==> src/rtl/serv_fetch_pkg.sv <==
// Shared definitions for the SERV fetch aligner: FSM state encoding and the
// compressed-instruction test applied to a 16-bit instruction parcel.
package serv_fetch_pkg;

  typedef enum logic [1:0] {
    IDLE     = 2'd0,
    FETCH_LO = 2'd1,
    FETCH_HI = 2'd2,
    RESP     = 2'd3
  } state_t;

  // A parcel is a full 32-bit instruction only when both low bits are set.
  localparam logic [1:0] C_MASK = 2'b11;

  function automatic logic is_compressed(input logic [15:0] hw);
    return (hw & {14'h0, C_MASK}) != {14'h0, C_MASK};
  endfunction

endpackage

==> src/rtl/serv_fetch_hwbuf.sv <==
// One-entry halfword buffer: upper half of the last bus word read, its word tag,
// and a valid bit. FETCH_HWBUF_EN enables hits; without it valid stays 0.
module serv_fetch_hwbuf #(
  parameter int TAG_W = 30
) (
  input  logic             clk,
  input  logic             rst_n,
  input  logic             flush,
  input  logic             load,
  input  logic [15:0]      load_data,
  input  logic [TAG_W-1:0] load_tag,
  input  logic [TAG_W-1:0] lookup_tag,
  output logic [15:0]      data,
  output logic             hit
);

  logic [TAG_W-1:0] tag;
  logic             valid;

  // Data is loaded unconditionally so it can stage the low parcel of a
  // straddling fetch even when a flush or a disabled build keeps valid low.
  always_ff @(posedge clk or negedge rst_n) begin
    if (!rst_n) begin
      data <= '0;
      tag  <= '0;
    end else if (load) begin
      data <= load_data;
      tag  <= load_tag;
    end
  end

`ifdef FETCH_HWBUF_EN
  always_ff @(posedge clk or negedge rst_n) begin
    if (!rst_n)     valid <= 1'b0;
    else if (flush) valid <= 1'b0;
    else if (load)  valid <= 1'b1;
  end
`else
  logic unused_flush;
  assign unused_flush = flush;
  assign valid        = 1'b0;
`endif

  assign hit = valid && (tag == lookup_tag);

endmodule

==> src/rtl/serv_fetch_align.sv <==
// Fetch sequencer: returns one raw (possibly word-straddling) instruction per
// halfword-aligned PC request. Optional hit paths via FETCH_HWBUF_EN.
module serv_fetch_align
  import serv_fetch_pkg::*;
#(
  parameter int ADDR_W = 32
) (
  input  logic              i_clk,
  input  logic              i_rst_n,
  input  logic              i_flush,
  input  logic [ADDR_W-1:0] i_cpu_adr,
  input  logic              i_cpu_cyc,
  output logic [31:0]       o_cpu_rdt,
  output logic              o_cpu_ack,
  output logic [ADDR_W-1:0] o_wb_adr,
  output logic              o_wb_cyc,
  input  logic [31:0]       i_wb_rdt,
  input  logic              i_wb_ack
);

  localparam int WW = ADDR_W - 2;
  localparam logic [WW-1:0] WORD_ONE = {{(WW-1){1'b0}}, 1'b1};

  state_t            state, state_n;
  logic [ADDR_W-1:0] wb_adr, wb_adr_n;
  logic [31:0]       rdt, rdt_n;

  logic              buf_load;
  logic [15:0]       buf_data;
  logic              buf_hit;

  logic [WW-1:0]     cpu_word, cpu_word_inc, wb_word, wb_word_inc;
  logic              hi_half;
  logic              unused;

  assign cpu_word     = i_cpu_adr[ADDR_W-1:2];
  assign hi_half      = i_cpu_adr[1];
  assign unused       = i_cpu_adr[0];
  assign wb_word      = wb_adr[ADDR_W-1:2];
  // Word increments wrap naturally at the top of the address space.
  assign cpu_word_inc = cpu_word + WORD_ONE;
  assign wb_word_inc  = wb_word + WORD_ONE;

  serv_fetch_hwbuf #(.TAG_W(WW)) u_hwbuf (
    .clk        (i_clk),
    .rst_n      (i_rst_n),
    .flush      (i_flush),
    .load       (buf_load),
    .load_data  (i_wb_rdt[31:16]),
    .load_tag   (wb_word),
    .lookup_tag (cpu_word),
    .data       (buf_data),
    .hit        (buf_hit)
  );

  always_ff @(posedge i_clk or negedge i_rst_n) begin
    if (!i_rst_n) begin
      state  <= IDLE;
      wb_adr <= '0;
      rdt    <= '0;
    end else begin
      state  <= state_n;
      wb_adr <= wb_adr_n;
      rdt    <= rdt_n;
    end
  end

  always_comb begin
    state_n  = state;
    wb_adr_n = wb_adr;
    rdt_n    = rdt;
    buf_load = 1'b0;
    case (state)
      IDLE: if (i_cpu_cyc) begin
        if (hi_half && buf_hit && is_compressed(buf_data)) begin
          state_n = RESP;
          rdt_n   = {16'h0, buf_data};
        end else if (hi_half && buf_hit) begin
          state_n  = FETCH_HI;
          wb_adr_n = {cpu_word_inc, 2'b00};
        end else begin
          state_n  = FETCH_LO;
          wb_adr_n = {cpu_word, 2'b00};
        end
      end
      FETCH_LO: if (i_wb_ack) begin
        buf_load = 1'b1;
        if (!hi_half) begin
          state_n = RESP;
          rdt_n   = is_compressed(i_wb_rdt[15:0]) ? {16'h0, i_wb_rdt[15:0]} : i_wb_rdt;
        end else if (is_compressed(i_wb_rdt[31:16])) begin
          state_n = RESP;
          rdt_n   = {16'h0, i_wb_rdt[31:16]};
        end else begin
          state_n  = FETCH_HI;
          wb_adr_n = {wb_word_inc, 2'b00};
        end
      end
      // Low parcel of the straddle sits in the buffer (hit or just loaded).
      FETCH_HI: if (i_wb_ack) begin
        buf_load = 1'b1;
        rdt_n    = {i_wb_rdt[15:0], buf_data};
        state_n  = RESP;
      end
      RESP:    state_n = IDLE;
      default: state_n = IDLE;
    endcase
  end

  assign o_cpu_rdt = rdt;
  assign o_cpu_ack = (state == RESP);
  assign o_wb_adr  = wb_adr;
  assign o_wb_cyc  = (state == FETCH_LO) || (state == FETCH_HI);

endmodule

==> config.mk <==
export PLATFORM = sky130hd
export DESIGN_NAME = serv_fetch_align
export DESIGN_NICKNAME = d
export VERILOG_FILES = /design/src/rtl/serv_fetch_pkg.sv /design/src/rtl/serv_fetch_hwbuf.sv /design/src/rtl/serv_fetch_align.sv
export SDC_FILE = /design/constraint.sdc
export NUM_CORES = 1
export LEC_CHECK = 0
export CELL_PAD_IN_SITES_DETAIL_PLACEMENT = 1
export CELL_PAD_IN_SITES_GLOBAL_PLACEMENT = 2
export CORE_ASPECT_RATIO = 0.5
export CORE_MARGIN = 2
export CORE_UTILIZATION = 30
export CTS_CLUSTER_SIZE = 10
export DETAILED_ROUTE_END_ITERATION = 8
export PLACE_DENSITY_LB_ADDON = 0.1
export SYNTH_ARGS = -nofsm -noshare
export SYNTH_HDL_FRONTEND = slang
export SYNTH_SLANG_ARGS = --single-unit
export TNS_END_PERCENT = 30
==> constraint.sdc <==
create_clock -name i_clk -period 4.45 [get_ports i_clk]
set_input_delay 0.445 -clock i_clk [delete_from_list [all_inputs] [get_ports i_clk]]
set_output_delay 0.445 -clock i_clk [all_outputs]
set_load 0.02 [all_outputs]
==> impl_metrics.ini, run 1 <==
[logic_synthesis]
synth_top_cell_by_area = dfrtp_1
synth_seq_area_share = 0.439
synth_commonest_cells = dfrtp_1, nand2_1, o21ai_0
ys.flop_type = dfrtp_1
ys_ff_latch = 80
async_reset_ff_frac = 1.00
yosysMostFrequentCell = dfrtp_1
yosys-top-cells-area = dfrtp_1, o21ai_0, nand2_1, mux2_2, a21oi_1
synth_warnings = 0
syn_area_um2 = 4560
synth.distinct_cells = 56
syn_avg_cell_area_um2 = 9.13
synth_edf_count = 0
synth_cells = 500
yosysTopAreaCellShare = 0.439

[placement]
gp_congestion = 0.744
numPortBuffers = 130
dp_hpwl_um = 10400

[timing]
min_period_ns = 2.81
fin_skew_ns = 0.00817
slew_violations = 0
worst_pin_slew_ns = 0.853
hold_slack_ns = 0.145
max_freq_mhz = 356
finalSetupViolCount = 0
slew_headroom = 0.430
hold_viol_final = 0
rsz0062_at_grt = no
setup_tns_ns = 0
finalCritPeriodShare = 0.632

[layout]
synthToLayoutAreaGrowth_pct = 38.2
n_antenna_cell = 0
nNetsFinal = 687
drive_gt1_frac = 0.0844

[critical_path]
reg2reg_to = o_wb_adr[24]$_DFFE_PN0P_
arrival_ns = 3.03
end_kind = register
regToRegSetupSlack_ns = 1.64
crit_required_ns = 4.67
start_kind = register
worst_path_max_delay_cell = o21a_1
max_stage_delay_ns = 0.68
crit_start = state[1]$_DFFE_PN0P_
critPathTopFamily = compound AO/OA/AOI/OAI gates
crit_type = reg2reg
crit_chain = inv_1 -> ha_1 -> buf_4 -> mux2_2 -> o21a_1 -> and4_1 -> nor3_1
reg2regPathDepth = 7
crit_buf_inv = 2
rr_startpoint = state[1]$_DFFE_PN0P_
crit_fanout = 33

[flow_run]
max-cap-violations = 0

[power]
p_per_area_nw_per_um2 = 757
peakVddDrop_v = 0.000288
p_leak_nw = 2.51

[clocking]
cts_tree = yes
clkLatencyLatePin_ns = 0.35
cts_buffers = 9
hold_buffers = 0
cts.sinks = 80
post_cts_buffers = 0
cts.reportedPaths.clkPinSlew_ns = 0.06
clock-root-buffer = clkbuf_16
cts_resized = 0
cts_max_level = 3
cts.path.max_buffers = 2

[floorplanning]
core_area_um2 = 14700
die-height_um = 91.2
start_util = 0.311
placementRows = 31
dieArea_um2 = 16300
die_x_um = 178
io_pins = 135

[route]
drt-total-wl_um = 15200
drt_iter0_drc = 175
vias = 4330
ant_nets = 0
post-route-drc-count = 0
vias_per_cell = 5.32
firstDrtPassIters = 4
wl_per_cell_um = 18.6

[global_routing]
grt_max_degree = 51
grt_first_pass_wirelength_um = 24200
grt_overflow = 0
grtUsageTotal = 0.190
antenna_found_initial = 0
grt_pass1_vias = 4384

[hold_path]
hold_class = in2async

[outcome]
status = finished, final reports clean
==> power breakdown <==
part / total, W / switching [W] / internal [W]
Sequential: 0.00150 / 0.000402 / 0.00110
Clock: 0.000827 / 0.000333 / 0.000493
Combinational: 0.00245 / 0.00135 / 0.00110
Total: 0.00478 / 0.00209 / 0.00269
==> layout by cell type, fill, tap and decap left out, drive strengths merged, types with 17 or more instances in the layout <==
cell type,count
clkdlybuf4s50,129
dfrtp,80
nand2,55
o21ai,46
a21oi,34
nor2,28
nand3,23
a22oi,21
mux2,18
mux2i,17
==> metal layers <==
layer  vias to the layer above  part of all wire  global-route usage
met1                      2140              0.48               0.257
li1                       2091                 -                   -
met5                         -                 0                   0
met3                        11             0.070              0.0699
met4                         0             0.010              0.0393
met2                        88              0.44               0.291
==> area by class of cell <==
type                            count  area (um^2)
Fill cell                        1687         8350
Multi-Input combinational cell    375         2350
Sequential cell                    80         2000
Timing Repair Buffer              138         1360
Tap cell                          198          248
Clock buffer                        9          225
Clock inverter                      6         92.6
Inverter                            8         30.0
==> per-stage QoR <==
stage | power (W) | util | area [um^2] | cells | worst slack (ns)
finish | 0.00478 | 0.430 | 6310 | 814 | 1.64
global route | 0.00515 | 0.430 | 6310 | 814 | 1.43
global placement | 0.00394 | 0.409 | 5990 | 799 | 1.67
CTS | 0.00484 | 0.430 | 6310 | 814 | 1.64
detailed placement | 0.00399 | 0.409 | 5990 | 799 | 1.65
floorplan | 0.00294 | - | 4570 | 501 | 2.51
==> logic make-up after synthesis <==
logic type	Yosys count	share of synthesized area
simple gates	185	0.211
compound gates	147	0.202
flops	80	0.439
buf+inv	46	0.0488
mux	35	0.0817
fa+ha+maj	6	0.0164
other cells	1	0.000822
==> worst register-to-register path, delay by kind of cell (launching register included) <==
family | cells | cell delay, ns
adder cells (fa/ha/maj) | 1 | 0.37
flip-flops | 1 | 0.43
multiplexers | 1 | 0.34
AO/OA/AOI/OAI | 1 | 0.68
buffers and inverters | 2 | 0.53
AND/OR/NAND/NOR | 2 | 0.36
==> sequential cells by signal, indices dropped and copies added, names as in the netlist <==
name and count:
o_wb_adr 30, u_hwbuf.data 16, state 2, o_cpu_rdt 32
==> worst max path at each step <==
stage | end | slack, ns | cells after the start
finish | o_wb_adr[24]$_DFFE_PN0P_ | 1.64 | 7
CTS | o_wb_adr[24]$_DFFE_PN0P_ | 1.64 | 7
global route | o_wb_adr[9]$_DFFE_PN0P_ | 1.43 | 7
detailed placement | o_wb_adr[24]$_DFFE_PN0P_ | 1.65 | 7
floorplan | o_cpu_rdt[10]$_DFFE_PN0P_ | 2.51 | 8
global placement | o_wb_adr[24]$_DFFE_PN0P_ | 1.67 | 6
(Power assumes the default switching activity.)
==> run 2, diff against run 1 <==
- CORE_UTILIZATION: 30 -> 28
- clock period: 4.45 -> 2.75 ns (I/O delays scaled with it)
==> impl_metrics.ini, run 2 (same netlist as run 1, synthesis figures left out) <==
[outcome]
status = finished, final reports clean

[critical_path]
start_kind = register
crit_fanout = 11
end_kind = register
critPathTopFamily = compound AO/OA/AOI/OAI gates
worst_path_max_delay_cell = o21ai_1
arrival_ns = 2.69
crit_chain = inv_1 -> ha_1 -> mux2_2 -> o21ai_1 -> buf_4 -> nor4_1 -> nand3b_1
crit_buf_inv = 2
crit_required_ns = 2.97
crit_type = reg2reg
max_stage_delay_ns = 0.61

[floorplanning]
core_area_um2 = 15700
io_pins = 135
start_util = 0.292
dieArea_um2 = 17400
die_x_um = 185
die-height_um = 94.3
placementRows = 32

[layout]
regArea_um2 = 2000
largest_reg_flops = 32
nNetsFinal = 700
final_common_cell = clkdlybuf4s50_1
drive_gt1_frac = 0.103
synthToLayoutAreaGrowth_pct = 40.5
multi_input_area_um2 = 2350
n_antenna_cell = 0
final_cell_mix = clkdlybuf4s50_1, dfrtp_1, nand2_1
num-fill-cells = 1787

[clocking]
cts_buffers = 9
cts.reportedPaths.clkPinSlew_ns = 0.07
cts.path.max_buffers = 2
post_cts_buffers = 0
cts.sinks = 80
clock-root-buffer = clkbuf_16
cts_tree = yes
clkLatencyLatePin_ns = 0.35
cts_max_level = 3

[timing]
slew_violations = 0
slew_headroom = 0.260
rsz0062_at_grt = no
finalCritPeriodShare = 0.895
worst_pin_slew_ns = 1.10
min_period_ns = 2.46
max_freq_mhz = 406
finalSetupViolCount = 0
setup_tns_ns = 0
setup_slack_ns = 0.288
hold_viol_final = 0
fin_skew_ns = 0.00851

[route]
drt-total-wl_um = 15700
drt_iter0_drc = 231
vias_per_cell = 5.24
ant_nets = 0
firstDrtPassIters = 4
vias = 4459
wl_per_cell_um = 18.5
post-route-drc-count = 0

[power]
peakVddDrop_v = 0.000467
p_leak_nw = 2.57
p_per_area_nw_per_um2 = 1200

[hold_path]
hold_class = in2async

[placement]
place_worst_setup_slack_ns = 0.275
dp_hpwl_um = 10800
numPortBuffers = 130
gp_congestion = 0.776

[global_routing]
grtUsageTotal = 0.188
grt_pass1_vias = 4598
grt_first_pass_wirelength_um = 25100
antenna_found_initial = 0
grt_overflow = 0
grt_max_degree = 65

[flow_run]
max-cap-violations = 0
[run 2: final cells by class]
class / count / area share
Timing Repair Buffer: 151 / 0.229
Clock inverter: 6 / 0.00683
Multi-Input combinational cell: 375 / 0.367
Sequential cell: 80 / 0.312
Tap cell: 221 / 0.0431
Clock buffer: 10 / 0.0373
Inverter: 8 / 0.00468
[run 2: per-stage QoR]
stage / hold WS, ns / cell area [um^2] / util / instances / power (W)
global route: 0.493 / 6410 / 0.410 / 851 / 0.00831
CTS: 0.457 / 6410 / 0.410 / 851 / 0.00781
finish: 0.442 / 6410 / 0.410 / 851 / 0.00768
global placement: 0.292 / 6120 / 0.391 / 834 / 0.00648
detailed placement: 0.289 / 6120 / 0.391 / 834 / 0.00656
floorplan: -0.0206 / 4570 / - / 501 / 0.00476
[run 2: path summary, 6_finish.rpt]
path | start | endpoint | slack, ns | cells past startpoint
worst min-delay path | i_rst_n | o_cpu_rdt[7]$_DFFE_PN0P_ | 0.44 | 2
min in group i_clk | o_cpu_rdt[24]$_DFFE_PN0P_ | o_cpu_rdt[24]$_DFFE_PN0P_ | 0.48 | 2
worst min register to register | o_cpu_rdt[24]$_DFFE_PN0P_ | o_cpu_rdt[24]$_DFFE_PN0P_ | 0.48 | 2
worst max-delay path | state[0]$_DFFE_PN0P_ | o_wb_adr[14]$_DFFE_PN0P_ | 0.29 | 7
worst max register to register | state[0]$_DFFE_PN0P_ | o_wb_adr[14]$_DFFE_PN0P_ | 0.29 | 7
max in group asynchronous | i_rst_n | o_wb_adr[5]$_DFFE_PN0P_ | 1.65 | 3
[run 2: repair_timing]
action                                 CTS  global route
resized for setup                        0             0
endpoints found under the hold margin   35             0
hold buffers                             1             0
setup endpoints to repair                0             0
[run 2: power by group]
| group | internal (W) | leakage [nW] | total (W) | switching, W |
|---|---|---|---|---|
| registers | 0.00178 | 0.977 | 0.00242 | 0.000646 |
| logic | 0.00185 | 1.46 | 0.00408 | 0.00223 |
| clock network | 0.000640 | 0.139 | 0.00118 | 0.000539 |
[run 2: metal layers]
layer,GRT usage,vias to the layer above,wire (um)
met1,0.246,2251,7390
met2,0.299,85,7270
li1,-,2117,-
met4,0.0327,0,74
met3,0.0702,6,972
met5,0,-,0
[run 2: worst reg2reg max path: stages, from the launching register on]
cell and delay [ns]:
dfrtp_1 0.43, inv_1 0.13, ha_1 0.19, mux2_2 0.42, o21ai_1 0.61, buf_4 0.33, nor4_1 0.07, nand3b_1 0.16
